==> config.mk <==
export PLATFORM = sky130hd
export DESIGN_NAME = tc_timer
export DESIGN_NICKNAME = d
export VERILOG_FILES = /design/src/rtl/tc_timer_pkg.sv /design/src/rtl/tc_timer.sv
export SDC_FILE = /design/constraint.sdc
export NUM_CORES = 1
export LEC_CHECK = 0
export ABC_AREA = 1
export CAP_MARGIN = 20
export CORE_MARGIN = 2
export CORE_UTILIZATION = 42
export CTS_CLUSTER_DIAMETER = 100
export DETAILED_ROUTE_END_ITERATION = 10
export GPL_TIMING_DRIVEN = 0
export PLACE_DENSITY = 0.67
export SETUP_SLACK_MARGIN = 0.1
export SLEW_MARGIN = 20
export SYNTH_ARGS = -nofsm -noshare
export SYNTH_HDL_FRONTEND = slang
export SYNTH_SLANG_ARGS = --single-unit
==> constraint.sdc <==
create_clock -name clk -period 2.2 [get_ports clk]
set_input_delay 0.22 -clock clk [delete_from_list [all_inputs] [get_ports clk]]
set_output_delay 0.22 -clock clk [all_outputs]
set_load 0.005 [all_outputs]
==> src/rtl/tc_timer_pkg.sv <==
// tc_timer_pkg: register offsets, CTRL fields, MODE codes and FSM states for tc_timer,
// shared with the CPU-side bridge decode.
package tc_timer_pkg;
    localparam logic [1:0] REG_CTRL   = 2'd0;
    localparam logic [1:0] REG_PRESET = 2'd1;
    localparam logic [1:0] REG_COUNT  = 2'd2;
    localparam logic [1:0] REG_PSC    = 2'd3;
    localparam int CTRL_EN   = 0;
    localparam int CTRL_MODE = 1;
    localparam int CTRL_IM   = 3;
    localparam logic [1:0] MODE_ONESHOT = 2'b00;
    localparam logic [1:0] MODE_AUTO    = 2'b01;
    typedef enum logic [1:0] {S_IDLE = 2'd0, S_LOAD = 2'd1, S_CNT = 2'd2, S_INT = 2'd3} state_e;
    // MODE 1x falls back to one-shot, so only the exact auto code reloads
    function automatic logic is_auto(input logic [1:0] mode);
        return mode == MODE_AUTO;
    endfunction
endpackage

==> src/rtl/tc_timer.sv <==
// tc_timer: CPU-mapped countdown timer, one-shot/auto-reload, masked irq.
// Defining TC_PRESCALE_EN adds a 16-bit prescaler register at 0xC.
module tc_timer
    import tc_timer_pkg::*;
(
    input  logic        clk,
    input  logic        reset,
    input  logic [31:0] addr,
    input  logic        we,
    input  logic [31:0] din,
    output logic [31:0] dout,
    output logic        irq
);
    state_e      state_q;
    logic [3:0]  ctrl_q;
    logic [31:0] preset_q;
    logic [31:0] count_q;
    logic        flag_q;
    logic [1:0]  sel;
    logic        en;
    logic        tick;
    logic        expire;
    logic        wr_ctrl;
    logic [31:0] psc_rd;
    logic        unused_addr;

    assign sel         = addr[3:2];
    assign en          = ctrl_q[CTRL_EN];
    assign wr_ctrl     = we && sel == REG_CTRL;
    assign expire      = state_q == S_CNT && en && tick && count_q <= 32'd1;
    assign unused_addr = ^{addr[31:4], addr[1:0]};

`ifdef TC_PRESCALE_EN
    logic [15:0] psc_q;
    logic [15:0] div_q;
    assign tick   = div_q == psc_q;
    assign psc_rd = {16'd0, psc_q};
    always_ff @(posedge clk) begin
        if (reset) begin
            psc_q <= '0;
            div_q <= '0;
        end else begin
            if (state_q == S_LOAD)
                div_q <= '0;
            else if (state_q == S_CNT && en)
                div_q <= tick ? 16'd0 : div_q + 16'd1;
            if (we && sel == REG_PSC)
                psc_q <= din[15:0];
        end
    end
`else
    assign tick   = 1'b1;
    assign psc_rd = '0;
`endif

    always_ff @(posedge clk) begin
        if (reset) begin
            state_q  <= S_IDLE;
            ctrl_q   <= '0;
            preset_q <= '0;
            count_q  <= '0;
            flag_q   <= 1'b0;
        end else begin
            case (state_q)
                S_IDLE: if (en) state_q <= S_LOAD;
                S_LOAD: begin
                    count_q <= preset_q;
                    state_q <= S_CNT;
                end
                S_CNT: begin
                    if (!en)
                        state_q <= S_IDLE;
                    else if (expire) begin
                        count_q <= '0;
                        flag_q  <= 1'b1;
                        state_q <= S_INT;
                    end else if (tick)
                        count_q <= count_q - 32'd1;
                end
                S_INT: begin
                    if (is_auto(ctrl_q[CTRL_MODE +: 2])) begin
                        flag_q  <= 1'b0;
                        state_q <= S_LOAD;
                    end else begin
                        ctrl_q[CTRL_EN] <= 1'b0;
                        state_q         <= S_IDLE;
                    end
                end
            endcase
            // CPU CTRL write beats the FSM's EN clear; a same-edge expiry still sets the flag
            if (wr_ctrl) begin
                ctrl_q <= din[3:0];
                if (!expire) flag_q <= 1'b0;
            end
            if (we && sel == REG_PRESET)
                preset_q <= din;
        end
    end

    assign dout = sel == REG_CTRL   ? {28'd0, ctrl_q} :
                  sel == REG_PRESET ? preset_q :
                  sel == REG_COUNT  ? count_q : psc_rd;
    assign irq  = flag_q & ctrl_q[CTRL_IM];
endmodule

Yosys cells after proc, flatten, opt, wreduce, memory -nomap -nowiden

Index checks and enable logic that the tools add are counted.

Flip-flop bits (word level): 71
Input bits: 67

Add/sub/neg operators: 1
$lt $le $gt $ge: 1
Eq/ne operators: 10
Multiplexer cells: 20
Bitwise logic cells: 1
Reductions and logical operators: 11

Operators by type and width:

| cell                                                                              | count |
|---|---|
| 32-bit two-way mux                                                                | 5 |
| 32-bit case mux with 2 select lines                                               | 1 |
| 32-bit by 1-bit less-or-equal comparator with 1-bit output, second input constant | 1 |
| 32-bit by 1-bit subtractor with 32-bit output, second input constant              | 1 |
| 1-bit two-way mux                                                                 | 9 |
| 2-bit case mux with 4 select lines                                                | 1 |
| 2-bit by 1-bit equality test with 1-bit output, second input constant             | 3 |
| 2-bit equality test, second input constant                                        | 3 |
| 2-bit two-way mux                                                                 | 3 |
| 2-bit != test, second input constant                                              | 3 |
| 2-bit AND reduction                                                               | 3 |
| 1-bit logical AND                                                                 | 4 |
| 2-bit zero test                                                                   | 2 |
| 2-bit nonzero test                                                                | 2 |
| 3-bit != test, second input constant                                              | 1 |
| 1-bit case mux with 2 select lines                                                | 1 |
| 1-bit AND                                                                         | 1 |

Depth between registers and ports, before layout

Gate-level depths: netlist (run 1).

Word-level depth: 8
Mapped depth: 13
Gate-level depth less buffers: 13

Worst setup path before layout (run 1)

No wires, ideal clock.

Kind: reg-to-reg
Start: register count_q[0]
End: register count_q[23]
Setup time: 70 ps
Data arrival time: 1568 ps
Data required time: 2130 ps
Slack: 562 ps
Cell stages (with the launch flop): 13
Buffers on the path: 1
Path through: dfxtp_1 -> inv_1 -> ha_1 -> o21ai_0 -> nor2_1 -> nand2_1 -> nor2_4 -> nand2_4 -> nand2_8 -> buf_12 -> o21ai_2 -> nand2_1 -> a21oi_1

Cells in the longest elaborated chain, start to end: 5
Elaborated cells on any way between the ends: 6
Classes of those cells: add/sub: 1; order compare: 1; mux: 3; reduce/logical: 1

Ends and longest elaborated chain:

| item                                                       | line           | RTL |
|---|---|---|
| from (decl)                                                | tc_timer.sv:17 | `logic [31:0] count_q;` |
| from (signal assigned)                                     | tc_timer.sv:67 | `count_q <= preset_q;` |
| from (signal assigned)                                     | tc_timer.sv:78 | `count_q <= count_q - 32'd1;` |
| 32-bit by 1-bit less-or-equal comparator with 1-bit output | tc_timer.sv:30 | `assign expire = state_q == S_CNT && en && tick && count_q <= 32'd1;` |
| 1-bit logical AND                                          | tc_timer.sv:30 |  |
| 32-bit two-way mux *                                       | tc_timer.sv:73 | `else if (expire) begin` |
| 32-bit two-way mux *                                       | tc_timer.sv:71 | `if (!en)` |
| 32-bit case mux with 2 select lines *                      | tc_timer.sv:64 | `case (state_q)` |

Mark *: on every way between the ends. The rest lies on a longest branch, timed or not. The select of a mux whose other input is x is not followed.
A chain may end at the register's enable or synchronous reset.

Worst setup path in the final report (run 1)

Start: input addr[3]
End: output dout[22]

Cells in the longest elaborated chain, start to end: 4
Elaborated cells on any way between the ends: 6
Classes of those cells: eq/ne: 2; mux: 3; reduce/logical: 1

Ends and longest elaborated chain:

| item                 | line            | RTL |
|---|---|---|
| from (decl)          | tc_timer.sv:8   | `input logic [31:0] addr,` |
| 2-bit equality test  | tc_timer.sv:102 | `sel == REG_COUNT ? count_q : psc_rd;` |
| 32-bit two-way mux   | tc_timer.sv:102 |  |
| 32-bit two-way mux   | tc_timer.sv:101 | `sel == REG_PRESET ? preset_q :` |
| 32-bit two-way mux * | tc_timer.sv:100 | `assign dout = sel == REG_CTRL ? {28'd0, ctrl_q} :` |
| to (decl)            | tc_timer.sv:11  | `output logic [31:0] dout,` |

Mark *: on every way between the ends. The rest lies on a longest branch, timed or not.

==> results of run 1 <==
==> layout make-up <==
type | instances | area (µm²) | area share [%]
multi-input cells | 439 | 2246 | 42.65
plain buffers | 30 | 211.5 | 4.015
well taps | 133 | 166.4 | 3.160
flip-flops and latches | 71 | 1421 | 26.99
repair buffers | 69 | 726.9 | 13.80
clock buffers | 13 | 168.9 | 3.207
clock inverters | 3 | 40.04 | 0.7603
inverters | 76 | 285.3 | 5.417
==> worst max path at each step <==
stage,from,endpoint,cells after the start
5_1_grt,addr[3],dout[0],7
3_3_place_gp,addr[2],dout[22],7
2_1_floorplan,count_q[0],count_q[23],12
4_1_cts,addr[2],dout[22],7
3_5_place_dp,addr[2],dout[22],7
6_report,addr[3],dout[22],7
==> power by group <==
| part | switching (mW) | internal, mW |
|---|---|---|
| clock | 0.525 | 0.614 |
| sequential | 0.0249 | 1.33 |
| combinational | 0.343 | 0.240 |
| total | 0.893 | 2.18 |
==> cell usage after synthesis <==
master	number
nor2_4	4
nand2_2	7
and2_1	1
a21oi_1	66
nand2_8	1
buf_8	1
o221ai_1	4
ha_1	2
nand3_1	10
xor2_1	23
dfxtp_1	71
o22ai_2	2
o21ai_2	2
buf_4	3
inv_1	72
o22ai_1	37
nand2_1	145
buf_1	1
buf_12	1
nand4_1	3
nor2_1	56
nand2_4	2
a31oi_1	3
buf_2	5
nand3b_1	2
o211a_1	1
clkbuf_1	19
nor2_2	11
inv_2	4
xnor2_1	1
o21ai_0	56
==> metal layers <==
| layer | track usage [%] | routed length [µm] |
|---|---|---|
| met1 | 34.63 | 5977 |
| met2 | 42.08 | 6126 |
| met3 | 4.203 | 814 |
| met4 | 8.718 | 231 |
| met5 | 0 | 0 |
==> placed cells by master (no fill, tap or decap) <==
cell type and count:
nand2_8 1, clkbuf_1 14, o21ai_0 53, xnor2_1 1
nand2_4 2, buf_1 1, nor2_2 13, a31oi_1 3
o22ai_2 3, inv_1 70, and2_1 1, o211a_1 1
clkinv_2 2, clkdlybuf4s50_1 50, ha_1 2, clkbuf_8 17
bufinv_16 1, o221ai_1 3, dlymetal6s2s_1 16, o21ai_1 3
nor2_4 4, o221ai_2 1, inv_2 6, nand3b_1 2
buf_2 5, buf_8 1, buf_12 1, nor2_1 54
o21ai_2 2, xor2_1 23, buf_4 4, dlygate4sd2_1 3
nand4_1 3, nand3_1 10, dfxtp_1 71, a21oi_1 66
o22ai_1 36, nand2_1 145, nand2_2 7
==> registers in the layout, summed over array words and instances (netlist names) <==
name	cells
flag_q	1
preset_q	32
ctrl_q	4
count_q	32
state_q	2
==> cells by family after synthesis <==
group	after synthesis
AO/OA/AOI/OAI	171
buffers and inverters	106
AND/OR/NAND/NOR	242
XOR/XNOR	24
adder cells (fa/ha/maj)	2
flip-flops	71
==> through the flow <==
stage	util [%]	instance area, µm²	power (mW)	setup slack, ps	instances
floorplan	-	4093	1.729	561.6	616
global placement	51.59	4950	1.939	-184.0	818
detailed placement	51.59	4950	1.944	-180.8	818
CTS	54.47	5226	3.070	90.97	834
global route	54.89	5266	3.183	79.71	834
finish	54.89	5266	3.074	161.9	834
==> timing repair <==
item	4_1_cts	5_1_grt
endpoints found under the setup margin	32	29
buffers inserted	0	0
gates cloned	0	0
resized for setup	29	17
==> worst reg2reg max path, stage by stage (launching register included) <==
cell,delay [ps]
dfxtp_1,430
inv_1,100
ha_1,260
o21ai_0,200
nor2_1,60
nand2_1,100
nor2_4,60
nand2_4,90
nand2_8,80
buf_12,160
o22ai_1,110
nand2_1,80
a21oi_1,130
==> impl_metrics.json, run 1 <==
{
  "synth_area_leaders": "dfxtp_1, nand2_1, a21oi_1, o21ai_0, inv_1",
  "nNetsFinal": 765,
  "maxSlewHeadroom_pct": 57.10,
  "end_kind": "primary output",
  "synth-seq-cells": 71,
  "antenna_found_initial": 0,
  "die_w_um": 102.7,
  "design.die.area_um2": 10550,
  "syn_area_um2": 4093,
  "crit_required_ps": 1980,
  "pin_count": 100,
  "r2r-end": "count_q[6]",
  "wl_um": 13150,
  "hpwlAfterDp_um": 9800,
  "cpPeakStageDelay_ps": 530,
  "cellLeakagePower_nw": 2.479,
  "arrival_ps": 1820,
  "cts_buffers": 9,
  "place.gp.congestion": 0.9298,
  "worst-path-max-fanout": 10,
  "hp-start": "addr[2]",
  "synthSimpleGateAreaFrac_pct": 25.53,
  "finClkSkew_ps": 13.12,
  "syn-num-nets": 685,
  "synth_top_area_share_pct": 34.73,
  "cts_sinks": 71,
  "io_buffers": 69,
  "setup_viol": 0,
  "synth_top_family_by_area": "simple AND/OR/NAND/NOR gates",
  "vias_per_cell": 5.230,
  "synthCells": 616,
  "fill_cells": 980,
  "h-tree-depth": 3,
  "core_area_um2": 9594,
  "cp_top_family": "buffers and inverters",
  "final_hold_viol_count": 0,
  "min_path_cells": 4,
  "ys_seq_area_share_pct": 34.73,
  "antenna_left": 0,
  "crit_slowest_cell": "clkdlybuf4s50_1",
  "syn2layout_area_growth_pct": 28.68,
  "clk_path_buf_depth": 2,
  "grt_pass1_vias": 4067,
  "drv_cap": 0,
  "r2r_start": "count_q[0]",
  "rows": 36,
  "finalSetupTns_ps": 0,
  "synth-compound-area-share_pct": 23.17,
  "vdd_drop_max_v": 0.0003548,
  "fin_crit_sh_pct": 92.64,
  "power.density_nw_per_um2": 583.7,
  "holdBufCountCts": 0,
  "grt_overflow": 0,
  "synth_top_area_cell": "dfxtp_1",
  "grt_max_degree": 12,
  "drive_gt1_share_pct": 9.986,
  "rrSetupSlack_ps": 270,
  "synth_xor_area_share_pct": 5.136,
  "cts_tree": "yes",
  "grt_setup_unrepaired": "yes",
  "vias": 4362,
  "grt_use_total_pct": 25.76,
  "routedWlPerCell_um": 15.76,
  "fmax_mhz": 490.6,
  "path_buf_inv": 5,
  "hold_slack_ps": 333.0,
  "slew_violations": 0,
  "hold_class": "in2reg",
  "worstMarginPinSlew_ps": 643.4,
  "whs_endpoint": "ctrl_q[3]",
  "synth_area_per_cell_um2": 6.644,
  "synth_fa_ha_area_share_pct": 0.6114,
  "grt_first_pass_wirelength_um": 20520,
  "cpMostUsedCell": "clkdlybuf4s50_1",
  "antenna_cells": 0,
  "yosys-mux-area-fraction_pct": 0,
  "netlist-cell-type-count": 31,
  "path_cells": "clkdlybuf4s50_1 > inv_1 > nor2_2 > inv_2 > clkbuf_8 > o22ai_2 > clkdlybuf4s50_1",
  "insertion_delay_ps": 360,
  "outcome": "completed",
  "drc_errors": 0,
  "fp.dieH_um": 102.7,
  "initial_core_util_pct": 42.66,
  "critPathKind": "in2out",
  "fin_crit_ps": 2038,
  "initialDrtViolationCount": 277,
  "cp-start-kind": "input port",
  "clkTransAtPathRegs_ps": 80,
  "cts_root_buf": "clkbuf_8",
  "synth_warnings": 0,
  "rr_worst_depth": 12,
  "dr.pass1.iters": 5
}
No activity file was read; power rests on OpenSTA's default activity.
==> run 2: changes to the inputs <==
--- a/config.mk
+++ b/config.mk
@@ -14,7 +14,6 @@
 export GPL_TIMING_DRIVEN = 0
 export PLACE_DENSITY = 0.67
 export SETUP_SLACK_MARGIN = 0.1
-export SLEW_MARGIN = 20
 export SYNTH_ARGS = -nofsm -noshare
 export SYNTH_HDL_FRONTEND = slang
 export SYNTH_SLANG_ARGS = --single-unit
==> results of run 2 <==
Final layout, timing and power as in run 1 (identical DEF).
==> run 3: changes to the inputs <==
==> constraint.sdc (replaced) <==
create_clock -name clk -period 2.2 [get_ports clk]
set_input_delay 0.55 -clock clk [delete_from_list [all_inputs] [get_ports clk]]
set_output_delay 0.55 -clock clk [all_outputs]
set_load 0.005 [all_outputs]
==> run 3 against run 2 <==
Cell count grew 0.48%. Utilization decreased by 0.17 points. Via count grew 0.30%. Critical path type unchanged. Highest routed layer unchanged.
==> impl_metrics.json, run 3 (synthesis results as in run 1) <==
{
  "layout_common_cells": "nand2_1, dfxtp_1, inv_1, a21oi_1, nor2_1",
  "cts_root_buf": "clkbuf_8",
  "seq_area_um2": 1421,
  "maxSlewHeadroom_pct": 58.91,
  "switching_share_pct": 29.17,
  "rrSetupSlack_ps": 250,
  "arrival_ps": 1520,
  "h-tree-depth": 3,
  "power.density_nw_per_um2": 588.5,
  "slew_violations": 0,
  "hp-start": "preset_q[27]",
  "nNetsFinal": 769,
  "outcome": "completed",
  "drv_cap": 0,
  "grt_max_degree": 12,
  "rows": 36,
  "fin_crit_sh_pct": 94.29,
  "clk_path_buf_depth": 2,
  "totalPowerFinal_mw": 3.090,
  "dr.pass1.iters": 5,
  "cts_buffers": 9,
  "grt_setup_unrepaired": "yes",
  "vias": 4375,
  "hold_class": "reg2reg",
  "hold_slack_ps": 480.4,
  "worstMarginPinSlew_ps": 616.3,
  "core_area_um2": 9594,
  "fmax_mhz": 482.1,
  "wl_um": 13560,
  "cts_sinks": 71,
  "intPower_mw": 2.189,
  "place.gp.congestion": 0.9298,
  "fill_cells": 975,
  "holdBufCountCts": 0,
  "grt_overflow": 0,
  "worst-path-max-fanout": 10,
  "antenna_cells": 0,
  "insertion_delay_ps": 360,
  "fin_cells": 838,
  "drive_gt1_share_pct": 16.74,
  "layout_setup_ws_ps": 125.6,
  "r2r_start": "count_q[0]",
  "design.die.area_um2": 10550,
  "drc_errors": 0,
  "grt_pass1_vias": 4149,
  "die_w_um": 102.7,
  "fp.dieH_um": 102.7,
  "final_hold_viol_count": 0,
  "end_kind": "primary output",
  "fin_crit_ps": 2074,
  "cellLeakagePower_nw": 2.300,
  "pin_count": 100,
  "power.share.sequential_pct": 43.7,
  "syn2layout_area_growth_pct": 28.28,
  "vdd_drop_max_v": 0.0003535,
  "crit_required_ps": 1650,
  "combPwrFrac_pct": 19.6,
  "p_clk_share_pct": 36.7,
  "whs_endpoint": "preset_q[27]",
  "antenna_found_initial": 0,
  "min_path_cells": 2,
  "clkTransAtPathRegs_ps": 70,
  "reg_top3": "count_q: 32 flops, preset_q: 32 flops, ctrl_q: 4 flops",
  "grt_first_pass_wirelength_um": 21050,
  "dp_slack_ps": -840.8,
  "placedCellCount": 818,
  "initialDrtViolationCount": 253,
  "vias_per_cell": 5.221,
  "p_sw_uw": 901.3,
  "layout_commonest_cell": "nand2_1",
  "routedWlPerCell_um": 16.18,
  "grt_use_total_pct": 26.45,
  "setup_viol": 0,
  "critPathKind": "in2out",
  "multiInputGateArea_um2": 2308,
  "io_buffers": 69,
  "finClkSkew_ps": 9.289,
  "cp-start-kind": "input port",
  "r2r-end": "count_q[6]",
  "antenna_left": 0,
  "rr_worst_depth": 12,
  "fin_util_pct": 54.72,
  "initial_core_util_pct": 42.66,
  "hpwlAfterDp_um": 9800,
  "cts_tree": "yes"
}
-- run 3: cell types whose count changed in the layout (fill, tap and decap cells not counted), moves of 7 or more --
cell / delta
dlymetal6s2s_1: -16
clkdlybuf4s50_1: -15
o22ai_2: +7
o22ai_1: -7
buf_2: +27
-- run 3: stage by stage --
stage / TNS (ps) / cell area, µm²
after floorplan: 0 / 4093
after global placement: -25200 / 4950
after detailed placement: -25670 / 4950
after CTS: 0 / 5245
after global routing: 0 / 5250
final: 0 / 5250
-- run 3: power groups by stage --
stage | logic (mW) | clock network [mW] | registers [mW]
after floorplan | 0.355 | 0 | 1.37
after global placement | 0.560 | 0 | 1.38
after detailed placement | 0.563 | 0 | 1.38
after CTS | 0.592 | 1.14 | 1.35
after global routing | 0.667 | 1.18 | 1.36
final | 0.605 | 1.13 | 1.35
-- run 3: worst max path at each step --
stage / startpoint / endpoint / slack [ps] / cells after the start
global placement: addr[2] / dout[22] / -840 / 7
floorplan: addr[2] / dout[23] / 520 / 5
CTS: addr[2] / dout[22] / 40 / 7
finish: addr[3] / dout[15] / 130 / 7
global route: addr[3] / dout[0] / 70 / 8
detailed placement: addr[2] / dout[22] / -840 / 7
-- run 3: layout make-up --
cell class	count	area share, %
Buffer	30	5.029
Clock buffer	13	3.217
Clock inverter	3	0.7626
Inverter	76	5.481
Multi-Input combinational cell	439	43.97
Sequential cell	71	27.07
Tap cell	133	3.170
Timing Repair Buffer	73	11.30
-- run 3: worst max-delay path: stages --
cell and delay (ps):
clkdlybuf4s15_2 210, inv_2 50, nor2_4 160, inv_4 80
clkbuf_16 180, o22ai_1 150, buf_2 130
-- run 3: metal layers --
layer | global-route usage [%] | share of wire, % | vias to the layer above | wire, µm
met5 | 0 | 0 | - | 0
met2 | 42.33 | 46 | 176 | 6264
met4 | 11.08 | 2.6 | 0 | 352
li1 | - | - | 2170 | -
met3 | 4.949 | 7.2 | 27 | 982
met1 | 35.03 | 44 | 2002 | 5960
-- run 3: repair_timing --
| action | 4_1_cts | 5_1_grt |
|---|---|---|
| setup buffers | 2 | 1 |
| endpoints found under the setup margin | 32 | 18 |
| gates cloned | 1 | 1 |
| resized for setup | 161 | 16 |
| pin swaps | 1 | 2 |
